$ cat src/rtl/stb_host_adapter_pkg.sv
// Shared types and widths for the StreamTraceBuffer host adapter.
// Holds the command opcode enum, the adapter FSM state enum, the buffer
// interface widths and a helper that widens a status word to a response word.
package stb_host_adapter_pkg;

  localparam int TRB_WIDTH        = 32;
  localparam int TRB_CONTROL_BITS = 4;
  localparam int TRB_STATUS_BITS  = 8;

  typedef enum logic [1:0] {
    OP_CTRL_WR = 2'd0,
    OP_STAT_RD = 2'd1,
    OP_DATA_WR = 2'd2,
    OP_DATA_RD = 2'd3
  } stb_host_op_e;

  typedef enum logic [2:0] {
    ST_IDLE    = 3'd0,
    ST_CTRL_WR = 3'd1,
    ST_STAT_RD = 3'd2,
    ST_DATA_WR = 3'd3,
    ST_DATA_RD = 3'd4,
    ST_RSP     = 3'd5
  } stb_host_state_e;

  // Zero-extend a buffer status word into a response data word.
  function automatic logic [TRB_WIDTH-1:0] stb_status_to_word(
    input logic [TRB_STATUS_BITS-1:0] status
  );
    logic [TRB_WIDTH-1:0] word;
    word = '0;
    word[TRB_STATUS_BITS-1:0] = status;
    return word;
  endfunction

endpackage

$ cat src/rtl/stb_rsp_slot.sv
// Single-entry ready/valid response register.
// The adapter only loads it when it is empty (or draining in the same cycle),
// so a load always wins over the drain.
module stb_rsp_slot #(
  parameter int WIDTH = 32
) (
  input  logic             CLK_I,
  input  logic             RST_NI,
  input  logic             load,
  input  logic [WIDTH-1:0] load_data,
  input  logic             load_last,
  input  logic             load_err,
  input  logic             rsp_ready,
  output logic             rsp_valid,
  output logic [WIDTH-1:0] rsp_data,
  output logic             rsp_last,
  output logic             rsp_err
);

  logic             valid_reg;
  logic [WIDTH-1:0] data_reg;
  logic             last_reg;
  logic             err_reg;

  // Capture a beat on load, release it on the consumer handshake.
  always_ff @(posedge CLK_I) begin
    if (!RST_NI) begin
      valid_reg <= 1'b0;
      data_reg  <= '0;
      last_reg  <= 1'b0;
      err_reg   <= 1'b0;
    end else if (load) begin
      valid_reg <= 1'b1;
      data_reg  <= load_data;
      last_reg  <= load_last;
      err_reg   <= load_err;
    end else if (valid_reg && rsp_ready) begin
      valid_reg <= 1'b0;
    end
  end

  assign rsp_valid = valid_reg;
  assign rsp_data  = data_reg;
  assign rsp_last  = last_reg;
  assign rsp_err   = err_reg;

endmodule

$ cat src/rtl/stb_host_adapter.sv
// Host-side initiator for the StreamTraceBuffer CONTROL/STATUS/DATA ports.
// Executes one transport command at a time and returns its result on a
// single response stream. Every output comes straight from a register.
// Optional abort on a stalled buffer: define STB_HOST_TIMEOUT_EN.
module stb_host_adapter
  import stb_host_adapter_pkg::*;
#(
  parameter int LEN_WIDTH   = 8,
  parameter int TIMEOUT_CYC = 1024
) (
  input  logic                        CLK_I,
  input  logic                        RST_NI,
  input  logic                        CMD_VALID_I,
  output logic                        CMD_READY_O,
  input  logic [1:0]                  CMD_OP_I,
  input  logic [LEN_WIDTH-1:0]        CMD_LEN_I,
  input  logic [TRB_WIDTH-1:0]        CMD_DATA_I,
  output logic                        RSP_VALID_O,
  input  logic                        RSP_READY_I,
  output logic [TRB_WIDTH-1:0]        RSP_DATA_O,
  output logic                        RSP_LAST_O,
  output logic                        RSP_ERR_O,
  output logic                        CONTROL_VALID_O,
  input  logic                        CONTROL_READY_I,
  output logic [TRB_CONTROL_BITS-1:0] CONTROL_O,
  output logic                        STATUS_READY_O,
  input  logic                        STATUS_VALID_I,
  input  logic [TRB_STATUS_BITS-1:0]  STATUS_I,
  output logic                        DATA_VALID_O,
  input  logic                        DATA_READY_I,
  output logic [TRB_WIDTH-1:0]        DATA_O,
  output logic                        DATA_READY_O,
  input  logic                        DATA_VALID_I,
  input  logic [TRB_WIDTH-1:0]        DATA_I
);

  if (TRB_STATUS_BITS > TRB_WIDTH) begin : g_chk_status
    $error("status word wider than response data");
  end
  if (LEN_WIDTH > TRB_WIDTH) begin : g_chk_len
    $error("burst length wider than response data");
  end
  if (TIMEOUT_CYC < 2) begin : g_chk_tmo
    $error("TIMEOUT_CYC must be at least 2");
  end

  stb_host_state_e             state_reg, state_next;
  logic                        cmd_ready_reg, cmd_ready_next;
  logic                        control_valid_reg, control_valid_next;
  logic [TRB_CONTROL_BITS-1:0] control_reg, control_next;
  logic                        status_ready_reg, status_ready_next;
  logic                        data_valid_reg, data_valid_next;
  logic [TRB_WIDTH-1:0]        data_out_reg, data_out_next;
  logic                        data_ready_reg, data_ready_next;
  logic [LEN_WIDTH-1:0]        len_reg, len_next;
  logic [LEN_WIDTH-1:0]        count_reg, count_next;

  logic                        slot_load;
  logic [TRB_WIDTH-1:0]        slot_data;
  logic                        slot_last;
  logic                        slot_err;
  logic                        rsp_valid;
  logic                        buf_hs;
  logic                        timeout_hit;
  logic [TRB_WIDTH-1:0]        abort_data;

  // Any buffer-side handshake counts as progress.
  assign buf_hs = (control_valid_reg && CONTROL_READY_I) ||
                  (status_ready_reg  && STATUS_VALID_I)  ||
                  (data_valid_reg    && DATA_READY_I)    ||
                  (data_ready_reg    && DATA_VALID_I);

`ifdef STB_HOST_TIMEOUT_EN
  localparam int TMO_W = $clog2(TIMEOUT_CYC + 1);

  logic [TMO_W-1:0] tmo_cnt_reg;
  logic             tmo_busy;

  assign tmo_busy = (state_reg == ST_CTRL_WR) || (state_reg == ST_STAT_RD) ||
                    (state_reg == ST_DATA_WR) || (state_reg == ST_DATA_RD);

  // Idle-cycle counter; saturates so an abort blocked by a full slot still fires later.
  always_ff @(posedge CLK_I) begin
    if (!RST_NI || !tmo_busy || buf_hs) begin
      tmo_cnt_reg <= '0;
    end else if (tmo_cnt_reg != TMO_W'(TIMEOUT_CYC)) begin
      tmo_cnt_reg <= tmo_cnt_reg + 1'b1;
    end
  end

  assign timeout_hit = (tmo_cnt_reg == TMO_W'(TIMEOUT_CYC));

  // Words moved so far, reported as the payload of an aborted command.
  always_comb begin
    abort_data = '0;
    abort_data[LEN_WIDTH-1:0] = count_reg;
  end
`else
  assign timeout_hit = 1'b0;
  assign abort_data  = '0;
`endif

  // Next-state and next-output logic for the command sequencer.
  always_comb begin
    state_next         = state_reg;
    cmd_ready_next     = cmd_ready_reg;
    control_valid_next = control_valid_reg;
    control_next       = control_reg;
    status_ready_next  = status_ready_reg;
    data_valid_next    = data_valid_reg;
    data_out_next      = data_out_reg;
    data_ready_next    = data_ready_reg;
    len_next           = len_reg;
    count_next         = count_reg;
    slot_load          = 1'b0;
    slot_data          = '0;
    slot_last          = 1'b0;
    slot_err           = 1'b0;

    case (state_reg)
      ST_IDLE: begin
        if (CMD_VALID_I && cmd_ready_reg) begin
          cmd_ready_next = 1'b0;
          case (stb_host_op_e'(CMD_OP_I))
            OP_CTRL_WR: begin
              control_valid_next = 1'b1;
              control_next       = CMD_DATA_I[TRB_CONTROL_BITS-1:0];
              state_next         = ST_CTRL_WR;
            end
            OP_STAT_RD: begin
              status_ready_next = 1'b1;
              state_next        = ST_STAT_RD;
            end
            OP_DATA_WR: begin
              data_valid_next = 1'b1;
              data_out_next   = CMD_DATA_I;
              state_next      = ST_DATA_WR;
            end
            default: begin
              len_next   = CMD_LEN_I;
              count_next = '0;
              if (CMD_LEN_I == '0) begin
                // Empty burst: answer at once without touching the buffer.
                slot_load  = 1'b1;
                slot_last  = 1'b1;
                state_next = ST_RSP;
              end else begin
                data_ready_next = 1'b1;
                state_next      = ST_DATA_RD;
              end
            end
          endcase
        end
      end

      ST_CTRL_WR: begin
        if (CONTROL_READY_I) begin
          control_valid_next = 1'b0;
          slot_load          = 1'b1;
          slot_last          = 1'b1;
          state_next         = ST_RSP;
        end else if (timeout_hit) begin
          control_valid_next = 1'b0;
          slot_load          = 1'b1;
          slot_last          = 1'b1;
          slot_err           = 1'b1;
          slot_data          = abort_data;
          state_next         = ST_RSP;
        end
      end

      ST_STAT_RD: begin
        if (STATUS_VALID_I) begin
          status_ready_next = 1'b0;
          slot_load         = 1'b1;
          slot_data         = stb_status_to_word(STATUS_I);
          slot_last         = 1'b1;
          state_next        = ST_RSP;
        end else if (timeout_hit) begin
          status_ready_next = 1'b0;
          slot_load         = 1'b1;
          slot_last         = 1'b1;
          slot_err          = 1'b1;
          slot_data         = abort_data;
          state_next        = ST_RSP;
        end
      end

      ST_DATA_WR: begin
        if (DATA_READY_I) begin
          data_valid_next = 1'b0;
          slot_load       = 1'b1;
          slot_data       = TRB_WIDTH'(1);
          slot_last       = 1'b1;
          state_next      = ST_RSP;
        end else if (timeout_hit) begin
          data_valid_next = 1'b0;
          slot_load       = 1'b1;
          slot_last       = 1'b1;
          slot_err        = 1'b1;
          slot_data       = abort_data;
          state_next      = ST_RSP;
        end
      end

      ST_DATA_RD: begin
        if (data_ready_reg && DATA_VALID_I) begin
          // Slot was empty (ready only asserts then), so the word lands directly.
          slot_load       = 1'b1;
          slot_data       = DATA_I;
          count_next      = count_reg + 1'b1;
          data_ready_next = 1'b0;
          if (count_next == len_reg) begin
            slot_last  = 1'b1;
            state_next = ST_RSP;
          end
        end else if (timeout_hit && !rsp_valid) begin
          data_ready_next = 1'b0;
          slot_load       = 1'b1;
          slot_last       = 1'b1;
          slot_err        = 1'b1;
          slot_data       = abort_data;
          state_next      = ST_RSP;
        end else begin
          // Offer another word only once the slot is (or is becoming) empty.
          data_ready_next = !rsp_valid || RSP_READY_I;
        end
      end

      ST_RSP: begin
        if (rsp_valid && RSP_READY_I) begin
          cmd_ready_next = 1'b1;
          state_next     = ST_IDLE;
        end
      end

      default: begin
        cmd_ready_next = 1'b1;
        state_next     = ST_IDLE;
      end
    endcase
  end

  // State and output registers; reset abandons any command in flight.
  always_ff @(posedge CLK_I) begin
    if (!RST_NI) begin
      state_reg         <= ST_IDLE;
      cmd_ready_reg     <= 1'b1;
      control_valid_reg <= 1'b0;
      control_reg       <= '0;
      status_ready_reg  <= 1'b0;
      data_valid_reg    <= 1'b0;
      data_out_reg      <= '0;
      data_ready_reg    <= 1'b0;
      len_reg           <= '0;
      count_reg         <= '0;
    end else begin
      state_reg         <= state_next;
      cmd_ready_reg     <= cmd_ready_next;
      control_valid_reg <= control_valid_next;
      control_reg       <= control_next;
      status_ready_reg  <= status_ready_next;
      data_valid_reg    <= data_valid_next;
      data_out_reg      <= data_out_next;
      data_ready_reg    <= data_ready_next;
      len_reg           <= len_next;
      count_reg         <= count_next;
    end
  end

  stb_rsp_slot #(
    .WIDTH(TRB_WIDTH)
  ) u_rsp_slot (
    .CLK_I     (CLK_I),
    .RST_NI    (RST_NI),
    .load      (slot_load),
    .load_data (slot_data),
    .load_last (slot_last),
    .load_err  (slot_err),
    .rsp_ready (RSP_READY_I),
    .rsp_valid (rsp_valid),
    .rsp_data  (RSP_DATA_O),
    .rsp_last  (RSP_LAST_O),
    .rsp_err   (RSP_ERR_O)
  );

  assign RSP_VALID_O     = rsp_valid;
  assign CMD_READY_O     = cmd_ready_reg;
  assign CONTROL_VALID_O = control_valid_reg;
  assign CONTROL_O       = control_reg;
  assign STATUS_READY_O  = status_ready_reg;
  assign DATA_VALID_O    = data_valid_reg;
  assign DATA_O          = data_out_reg;
  assign DATA_READY_O    = data_ready_reg;

endmodule

$ cat config.mk
export PLATFORM = sky130hd
export DESIGN_NAME = stb_host_adapter
export DESIGN_NICKNAME = d
export VERILOG_FILES = /design/src/rtl/stb_host_adapter_pkg.sv /design/src/rtl/stb_rsp_slot.sv /design/src/rtl/stb_host_adapter.sv
export SDC_FILE = /design/constraint.sdc
export NUM_CORES = 1
export LEC_CHECK = 0
export BUFFER_PORTS_ARGS = -buffer_cell sky130_fd_sc_hd__buf_2
export CAP_MARGIN = 30
export CELL_PAD_IN_SITES_DETAIL_PLACEMENT = 1
export CELL_PAD_IN_SITES_GLOBAL_PLACEMENT = 1
export CORE_UTILIZATION = 25
export CTS_BUF_LIST = sky130_fd_sc_hd__clkbuf_2 sky130_fd_sc_hd__clkbuf_4 sky130_fd_sc_hd__clkbuf_8
export DETAILED_ROUTE_END_ITERATION = 12
export GPL_TIMING_DRIVEN = 0
export PLACE_DENSITY = 0.67
export SYNTH_ARGS = -nofsm -noshare
export SYNTH_HDL_FRONTEND = slang
export SYNTH_HIERARCHICAL = 1
export SYNTH_SLANG_ARGS = --single-unit
$ cat constraint.sdc
create_clock -name CLK_I -period 1.7 [get_ports CLK_I]
set_input_delay 0.34 -clock CLK_I [delete_from_list [all_inputs] [get_ports CLK_I]]
set_output_delay 0.34 -clock CLK_I [all_outputs]
set_load 0.1 [all_outputs]
# After elaboration in Yosys (flattened, before gate mapping)
# Index checks and enable logic that the tools add are counted.
# word_totals
reg_bits,94
latchBits,0
ram_bits,0
romBits,0
in_bits,90
output_inout_bits,76
wordCells,112
memories,0
# op_classes
add_sub_neg,1
multipliers,0
n_div,0
n_lt_le_gt_ge,0
eq_ne,20
n_shift,0
mux,51
n_bitwise,2
reduce_logical,25
# ops
cell,count
$pmux W32 S3,1
$mux W32,1
$mux W8,4
$mux W1,28
$mux W3,7
$reduce_and A4 Y1,5
$ne A2 B2 Y1 const B,9
$pmux W3 S6,1
$pmux W8 S2,1
$reduce_and A3 Y1,4
$pmux W1 S5,2
$reduce_bool A2 Y1,5
$pmux W3 S3,1
$add A8 B1 Y8 const B,1
$eq A8 B8 Y1,1
$logic_not A8 Y1,1
$pmux W1 S2,4
$reduce_and A7 Y1,1
$eq A3 B2 Y1 const B,2
$eq A3 B3 Y1 const B,2
$ne A2 B1 Y1 const B,3
$reduce_or A4 Y1,1
$eq A3 B1 Y1 const B,1
$logic_and A1 B1 Y1,3
9 further kinds,10

# Logic depth before layout (Yosys ltp)
# Gate-level depths: netlist of the first run.
# logic_depth
word_depth,6
mapped_depth,11
mapped_depth_nobuf,8

# Modules after synthesis
# The synthesis of the first run kept the hierarchy.
# by_module_without_submodules
module,n_inst,cells_per_inst,area_per_inst_um2,seq_area_each_um2
stb_host_adapter,1,375,2996.6,1201.2
stb_rsp_slot,1,112,1350.0,700.7

# Worst setup path after synthesis of the first run
# Ideal clock, no wire load.
# synth_path
path_kind,reg2reg
start,register cmd_ready_reg (netlist: CMD_READY_O)
end,register u_rsp_slot.data_reg[0] (netlist: u_rsp_slot/rsp_data[0])
setup_time_ns,0.120
arrival_ns,2.314
required_ns,1.580
path_slack_ns,-0.734
stages_incl_launch_ff,11
path_buffers,3
period_less_slack_ns,2.434
cell_sequence,dfxtp_1 and2_1 nand3_1 buf_2 nor2_1 nor3_1 nand2_1 buf_6 buf_12 mux2i_1 nor2b_1
# synth_via
elab_chain_len,3
# synth_lines
element,line,rtl
start: declaration,stb_host_adapter.sv:48,"logic cmd_ready_reg, cmd_ready_next;"
start signal: assignment,stb_host_adapter.sv:259,cmd_ready_reg <= cmd_ready_next;
$logic_and A1 B1 Y1,stb_host_adapter.sv:122,if (CMD_VALID_I && cmd_ready_reg) begin
$mux W1,stb_host_adapter.sv:122,
$pmux W1 S5,stb_host_adapter.sv:120,case (state_reg)
via slot_load,stb_host_adapter.sv:58,logic slot_load;
end signal: assignment,stb_rsp_slot.sv:34,data_reg <= load_data;
end: declaration,stb_rsp_slot.sv:21,logic [WIDTH-1:0] data_reg;
# The timed path passes the listed nets, and every way through them passes these cells.
# A chain may end at the register's enable or synchronous reset.

# Worst setup path after layout of the first run
# layout_path
start,register state_reg[2]
end,register u_rsp_slot.data_reg[16] (netlist: u_rsp_slot/rsp_data[16])
# layout_via
elab_chain_len,2
elab_cells_between_ends,7
cone_classes,4 x eq/ne; 2 x mux; 1 x reduce/logical
# layout_lines
element,line,rtl
start: declaration,stb_host_adapter.sv:47,"stb_host_state_e state_reg, state_next;"
start signal: assignment,stb_host_adapter.sv:258,state_reg <= state_next;
$eq A3 B3 Y1 (tied with other cells),stb_host_adapter.sv:120,
$pmux W1 S5 (*),stb_host_adapter.sv:120,
via slot_load,stb_host_adapter.sv:58,
# Mark *: on every way through the listed nets, which the timed path passes. The rest lies on a longest branch.

==> results of run 1 <==
-- Yosys cell counts, drive strengths merged (2+ instances only) --
cell type	n	share of area (%)
a21oi	53	6.1
xnor2	4	0.81
or3	5	0.72
nand2	80	7.0
and3	4	0.58
ha	6	1.7
o21ai	12	1.4
o21a	3	0.52
and2	26	3.7
nor4	2	0.29
nand3b	4	0.69
clkbuf	14	1.2
buf	15	3.2
a22o	7	1.4
a221oi	3	0.75
mux2i	43	9.9
dfxtp	95	44
inv	5	0.43
a211oi	4	0.81
nand3	12	1.5
nor2b	40	5.8
nand2b	2	0.29
xor2	5	1.0
nand4	4	0.72
nor3	5	0.69
nor2	24	2.4
-- metrics by stage --
step	setup slack (ns)	power, mW	hold slack, ns
floorplan	-0.131	4.65	0.415
global placement	-0.389	5.16	0.439
detailed placement	-0.478	5.21	0.449
CTS	-0.188	7.21	0.161
global route	-0.209	7.73	0.169
finish	-0.111	7.36	0.181
-- worst max path at each step --
stage	to	slack [ns]	cells after the start
finish	u_rsp_slot/rsp_data[16]	-0.11	10
global placement	u_rsp_slot/rsp_data[19]	-0.39	9
floorplan	u_rsp_slot/rsp_data[0]	-0.13	10
detailed placement	u_rsp_slot/rsp_data[26]	-0.48	9
CTS	u_rsp_slot/rsp_data[24]	-0.19	12
global route	u_rsp_slot/rsp_data[12]	-0.21	10
-- worst reg2reg max path, cell delays in order (launching register included) --
cell and delay, ns:
dfxtp_4 0.37, buf_8 0.13, nor3_4 0.19, nand3_2 0.16, nor2_4 0.11, nor3_2 0.05
nand2_1 0.10, buf_12 0.16, buf_12 0.16, mux2i_1 0.21, nor2b_1 0.07
-- cell type report --
| type | instances | area share [%] |
|---|---|---|
| well taps | 220 | 4.45 |
| repair buffers | 190 | 17.6 |
| flip-flops and latches | 95 | 31.2 |
| clock inverters | 7 | 1.15 |
| multi-input cells | 358 | 38.9 |
| inverters | 5 | 0.303 |
| plain buffers | 28 | 4.43 |
| clock buffers | 9 | 2.00 |
-- cell families (layout without fill, tap and decap cells) --
group / count (synthesis) / after routing
buffers and inverters: 34 / 239
AO/OA/AOI/OAI: 87 / 87
AND/OR/NAND/NOR: 212 / 212
other: 1 / 1
flip-flops: 95 / 95
multiplexers: 43 / 43
adder cells (fa/ha/maj): 6 / 6
XOR/XNOR: 9 / 9
-- layer usage --
metal,global-route usage (%),vias up
met3,4.42,12
met1,17.6,2044
met2,28.5,114
met5,0,-
met4,6.19,0
li1,-,2055
-- timing repair --
action	in CTS	in global routing
cloned	2	3
gates resized for setup	30	50
endpoints found under the setup margin	74	76
buffers inserted	11	10
hold buffers	0	0
pin swaps	10	14
-- power by group through the flow --
stage          clock, mW  sequential (mW)  combinational, mW
2_1_floorplan          0             3.37               1.28
3_5_place_dp           0             2.58               2.63
4_1_cts             1.62             2.56               3.03
3_3_place_gp           0             2.57               2.59
5_1_grt             1.70             2.58               3.45
6_report            1.57             2.56               3.24
==> results_dict.tcl, run 1 <==
set metrics [dict create \
    syn_avg_cell_area_sq_um 8.93 \
    route.met3.wl_microns 873 \
    critPathBufInv 3 \
    ys.flop_type "dfxtp_1" \
    drive_above_1_share_pct 39.6 \
    design_area_sq_um 6190 \
    timing.rr.end "u_rsp_slot/rsp_data[16]" \
    clkPwrFrac_pct 21.3 \
    gr-total-overflow 0 \
    p_leak_nw 2.63 \
    intPower_mw 4.37 \
    p_per_area_nw_per_um2 1190 \
    final_common_cell "buf_2" \
    cts_tree "yes" \
    netSwitchingFraction_pct 40.6 \
    crit_fanout 10 \
    placement.io_buffers 165 \
    critPathRequiredTime_ns 1.99 \
    status "finished with violations" \
    max_freq_mhz 552 \
    max-vdd-ir-drop_uv 496 \
    critPathMostFrequentCell "buf_12" \
    critical-path-slowest-cell "dfxtp_4" \
    slew_headroom_pct 61.0 \
    drt-initial-drc-count 140 \
    start_util_pct 25.9 \
    ff2ff_setup_slack_ns -0.11 \
    gp_congestion 0.767 \
    rows 47 \
    die_area_sq_um 17900 \
    cts_made_buffers 9 \
    grt_max_degree 17 \
    cts_root_buffer "clkbuf_8" \
    hold_depth 3 \
    crit_chain "buf_8 -> nor3_4 -> nand3_2 -> nor2_4 -> nor3_2 -> nand2_1 -> buf_12 -> buf_12 -> mux2i_1 -> nor2b_1" \
    htreeDepth 3 \
    synthXorXnorAreaFrac_pct 1.81 \
    top_layer_used "met4" \
    combinationalPowerShare_pct 44.0 \
    setup_viol 36 \
    hold_end "DATA_O[13]" \
    synth.yosys.seq_area_share_pct 43.8 \
    routed-via-count 4225 \
    yosys_warnings 6 \
    switching_power_mw 2.99 \
    rsz0062_at_grt "true" \
    skew_ns 0.0126 \
    synth_compound_area_share_pct 12.4 \
    routedWlPerCell_microns 15.8 \
    nets 783 \
    fin_cells 912 \
    clock_latency_ns 0.39 \
    n_fill_cell 2026 \
    diodes 0 \
    dp_hpwl_microns 10500 \
    synth_edf_count 0 \
    max_stage_delay_ns 0.37 \
    ys_ff_latch 95 \
    timing.critical_path.from "state_reg[2]" \
    grt_pass1_wl_microns 22400 \
    layout.cells.most_common_list "166 x buf_2, 86 x dfxtp_1, 76 x nand2_1, 48 x a21oi_1, 39 x mux2i_1" \
    synthDistinctLibCells 47 \
    ant_nets 0 \
    vias_per_cell 4.63 \
    r2r_cells 10 \
    place_area_sq_um 5500 \
    syn_area_sq_um 4350 \
    synth_fp_nets 583 \
    grt_pass1_vias 4540 \
    chipHeight_microns 134 \
    grt_use_total_pct 15.9 \
    antenna_found_initial 0 \
    p_seq_share_pct 34.7 \
    drc 0 \
    tns_ns -2.48 \
    async_reset_ff_share_pct 0 \
    coreArea_sq_um 16800 \
    worst_slew_pin_slew_ns 0.585 \
    min_from "CMD_DATA_I[13]" \
    period_needed_ns 1.81 \
    cpLargestDelayFamily "simple AND/OR/NAND/NOR gates" \
    start_kind "register" \
    slew_violations 0 \
    hold_path_class "in2reg" \
    synthAdderAreaFrac_pct 1.73 \
    fp.dieW_microns 134 \
    wirelength_microns 14400 \
    dpl.cell_count 872 \
    synthSimpleGateAreaFrac_pct 25.5 \
    path_clk_slew_ns 0.10 \
    synthMuxAreaShare_pct 9.90 \
    end_kind "register" \
    fin_util_pct 36.9 \
    drt-met1-wl_microns 5890 \
    hold_violations 0 \
    drv_cap 0 \
    synthToLayoutAreaGrowth_pct 42.3 \
    drtPass1Iterations 4 \
    multi_input_area_sq_um 2410 \
    reg2reg_from "state_reg[2]" \
    fin_crit_sh_pct 107 \
    cts.sinks 95 \
    path_class "reg2reg" \
    violations "setup timing" \
    arrival_ns 2.10 \
    syn_inst 487 \
    fin_ws_ns -0.111 \
    clock_path_buffers 2 \
    routed-wl-met2_microns 7420 \
    pin_count 166 \
    seqCellArea_sq_um 1930 \
    synth_top_family_by_area "simple AND/OR/NAND/NOR gates" \
]
Power figures use the tool's default switching activity.
==> inputs of run 2 (changes only) <==
==> constraint.sdc (replaced) <==
create_clock -name CLK_I -period 1.7 [get_ports CLK_I]
set_input_delay 0.17 -clock CLK_I [delete_from_list [all_inputs] [get_ports CLK_I]]
set_output_delay 0.17 -clock CLK_I [all_outputs]
set_load 0.1 [all_outputs]
==> run 2 against run 1 <==
Net effect:
- the run still ends with setup timing left
- worst hold slack lost 0.16 ns
- clock skew grew 0.0022 ns
- count of clock-buffer cells in the layout is the same
==> results_dict.tcl, run 2 (synthesis results as in run 1) <==
set metrics [dict create \
    intPower_mw 4.40 \
    htreeDepth 3 \
    final_common_cell "buf_2" \
    netSwitchingFraction_pct 40.5 \
    cts.sinks 95 \
    switching_power_mw 3.00 \
    cts_made_buffers 9 \
    die_area_sq_um 17900 \
    hold_path_class "in2reg" \
    gp_congestion 0.767 \
    crit_fanout 10 \
    coreArea_sq_um 16800 \
    tns_ns -2.51 \
    pin_count 166 \
    nets 798 \
    fin_ws_ns -0.115 \
    gr-total-overflow 0 \
    antenna_found_initial 0 \
    slew_violations 0 \
    critPathRequiredTime_ns 1.99 \
    grt_pass1_vias 4620 \
    finalPower_mw 7.39 \
    setup_viol 36 \
    critical-path-slowest-cell "dfxtp_4" \
    violations "setup timing" \
    status "finished with violations" \
    diodes 0 \
    drc 0 \
    placement.io_buffers 165 \
    end_kind "register" \
    max_freq_mhz 551 \
    grt_max_degree 17 \
    cts_root_buffer "clkbuf_8" \
    cts_tree "yes" \
    fp.dieW_microns 134 \
    dp_hpwl_microns 10500 \
    synthToLayoutAreaGrowth_pct 45.9 \
    fin_crit_sh_pct 107 \
    ant_nets 0 \
    start_kind "register" \
    clock_latency_ns 0.39 \
    rsz0062_at_grt "true" \
    max-vdd-ir-drop_uv 499 \
    wirelength_microns 14600 \
    drtPass1Iterations 4 \
    start_util_pct 25.9 \
    grt_pass1_wl_microns 22700 \
    path_class "reg2reg" \
    arrival_ns 2.11 \
    n_fill_cell 2019 \
    cpLargestDelayFamily "simple AND/OR/NAND/NOR gates" \
    routed-via-count 4278 \
    layout.cells.most_common_list "166 x buf_2, 86 x dfxtp_1, 76 x nand2_1, 47 x a21oi_1, 39 x mux2i_1" \
    p_per_area_nw_per_um2 1170 \
    clock_path_buffers 2 \
    path_clk_slew_ns 0.10 \
    chipHeight_microns 134 \
    slew_headroom_pct 61.4 \
    crit_chain "buf_8 -> nor3_4 -> nand3_2 -> nor2_4 -> nor3_2 -> nand2_1 -> buf_12 -> buf_12 -> mux2i_1 -> nor2b_1" \
    grt_use_total_pct 16.1 \
    skew_ns 0.0148 \
    hold_violations 0 \
    period_needed_ns 1.81 \
    clkPwrFrac_pct 21.2 \
    fin_util_pct 37.8 \
    critPathBufInv 3 \
    critPathMostFrequentCell "buf_12" \
    max_stage_delay_ns 0.37 \
    vias_per_cell 4.61 \
    combinationalPowerShare_pct 44.3 \
    p_seq_share_pct 34.6 \
    drive_above_1_share_pct 38.9 \
    p_leak_nw 2.70 \
    worst_slew_pin_slew_ns 0.578 \
    rows 47 \
    routedWlPerCell_microns 15.7 \
    drt-initial-drc-count 118 \
    drv_cap 0 \
]
[run 2: cell count changes in the layout (fill, tap and decap cells not counted)]
| cell | delta |
|---|---|
| a21oi_2 | +1 |
| dlygate4sd3_1 | +15 |
| a21oi_1 | -1 |
| buf_8 | +1 |
| buf_6 | -1 |
[run 2: worst paths after layout]
check / from / end / cells after the start / slack, ns
worst max-delay path: state_reg[2] / u_rsp_slot/rsp_data[16] / 10 / -0.11
worst min-delay path: CMD_DATA_I[9] / DATA_O[9] / 3 / 0.02
worst max register to register: state_reg[2] / u_rsp_slot/rsp_data[16] / 10 / -0.11
worst min register to register: DATA_O[17] / DATA_O[17] / 2 / 0.46
[run 2: layer usage]
metal	wire (microns)	vias to the layer above	GRT usage, %	part of all wire, %
li1	-	2084	-	-
met1	5960	2063	17.8	41
met2	7580	119	29.3	52
met3	842	12	4.27	5.8
met4	201	0	6.19	1.4
met5	0	-	0	0
[run 2: power groups by stage]
stage	Sequential (mW)	Combinational (mW)	Clock, mW
floorplan	3.37	1.28	0
global placement	2.57	2.59	0
detailed placement	2.58	2.63	0
CTS	2.56	3.06	1.62
global route	2.58	3.49	1.71
finish	2.55	3.27	1.57
[run 2: area by class of cell]
cell class | instances | area [sq um] | share of cell area, %
Multi-Input combinational cell | 358 | 2410 | 38.0
Sequential cell | 95 | 1930 | 30.4
Timing Repair Buffer | 205 | 1240 | 19.5
Buffer | 28 | 278 | 4.38
Tap cell | 220 | 275 | 4.34
Clock buffer | 9 | 124 | 1.95
Clock inverter | 7 | 71.3 | 1.12
Inverter | 5 | 18.8 | 0.296
[run 2: worst reg2reg max path, cell delays in order (launching register included)]
cell and delay (ns):
dfxtp_4 0.37, buf_8 0.13, nor3_4 0.19, nand3_2 0.16, nor2_4 0.11, nor3_2 0.05, nand2_1 0.10, buf_12 0.16
buf_12 0.16, mux2i_1 0.21, nor2b_1 0.07
[run 2: timing repair]
item | CTS | global route
hold buffers | 15 | 0
pin swaps | 10 | 14
resized for setup | 30 | 53
buffers inserted | 11 | 10
setup endpoints to repair | 74 | 76
gates cloned | 2 | 3
hold endpoints to repair | 15 | 0
[run 2: per-stage QoR]
stage / instance area, sq um / setup WS, ns / std cells / hold WS, ns
3_5_place_dp: 5500 / -0.478 / 872 / 0.423
6_report: 6340 / -0.115 / 927 / 0.0217
3_3_place_gp: 5500 / -0.389 / 872 / 0.411
5_1_grt: 6340 / -0.209 / 927 / 0.00483
4_1_cts: 6080 / -0.188 / 916 / 0.000454
2_1_floorplan: 4400 / -0.131 / 487 / 0.245
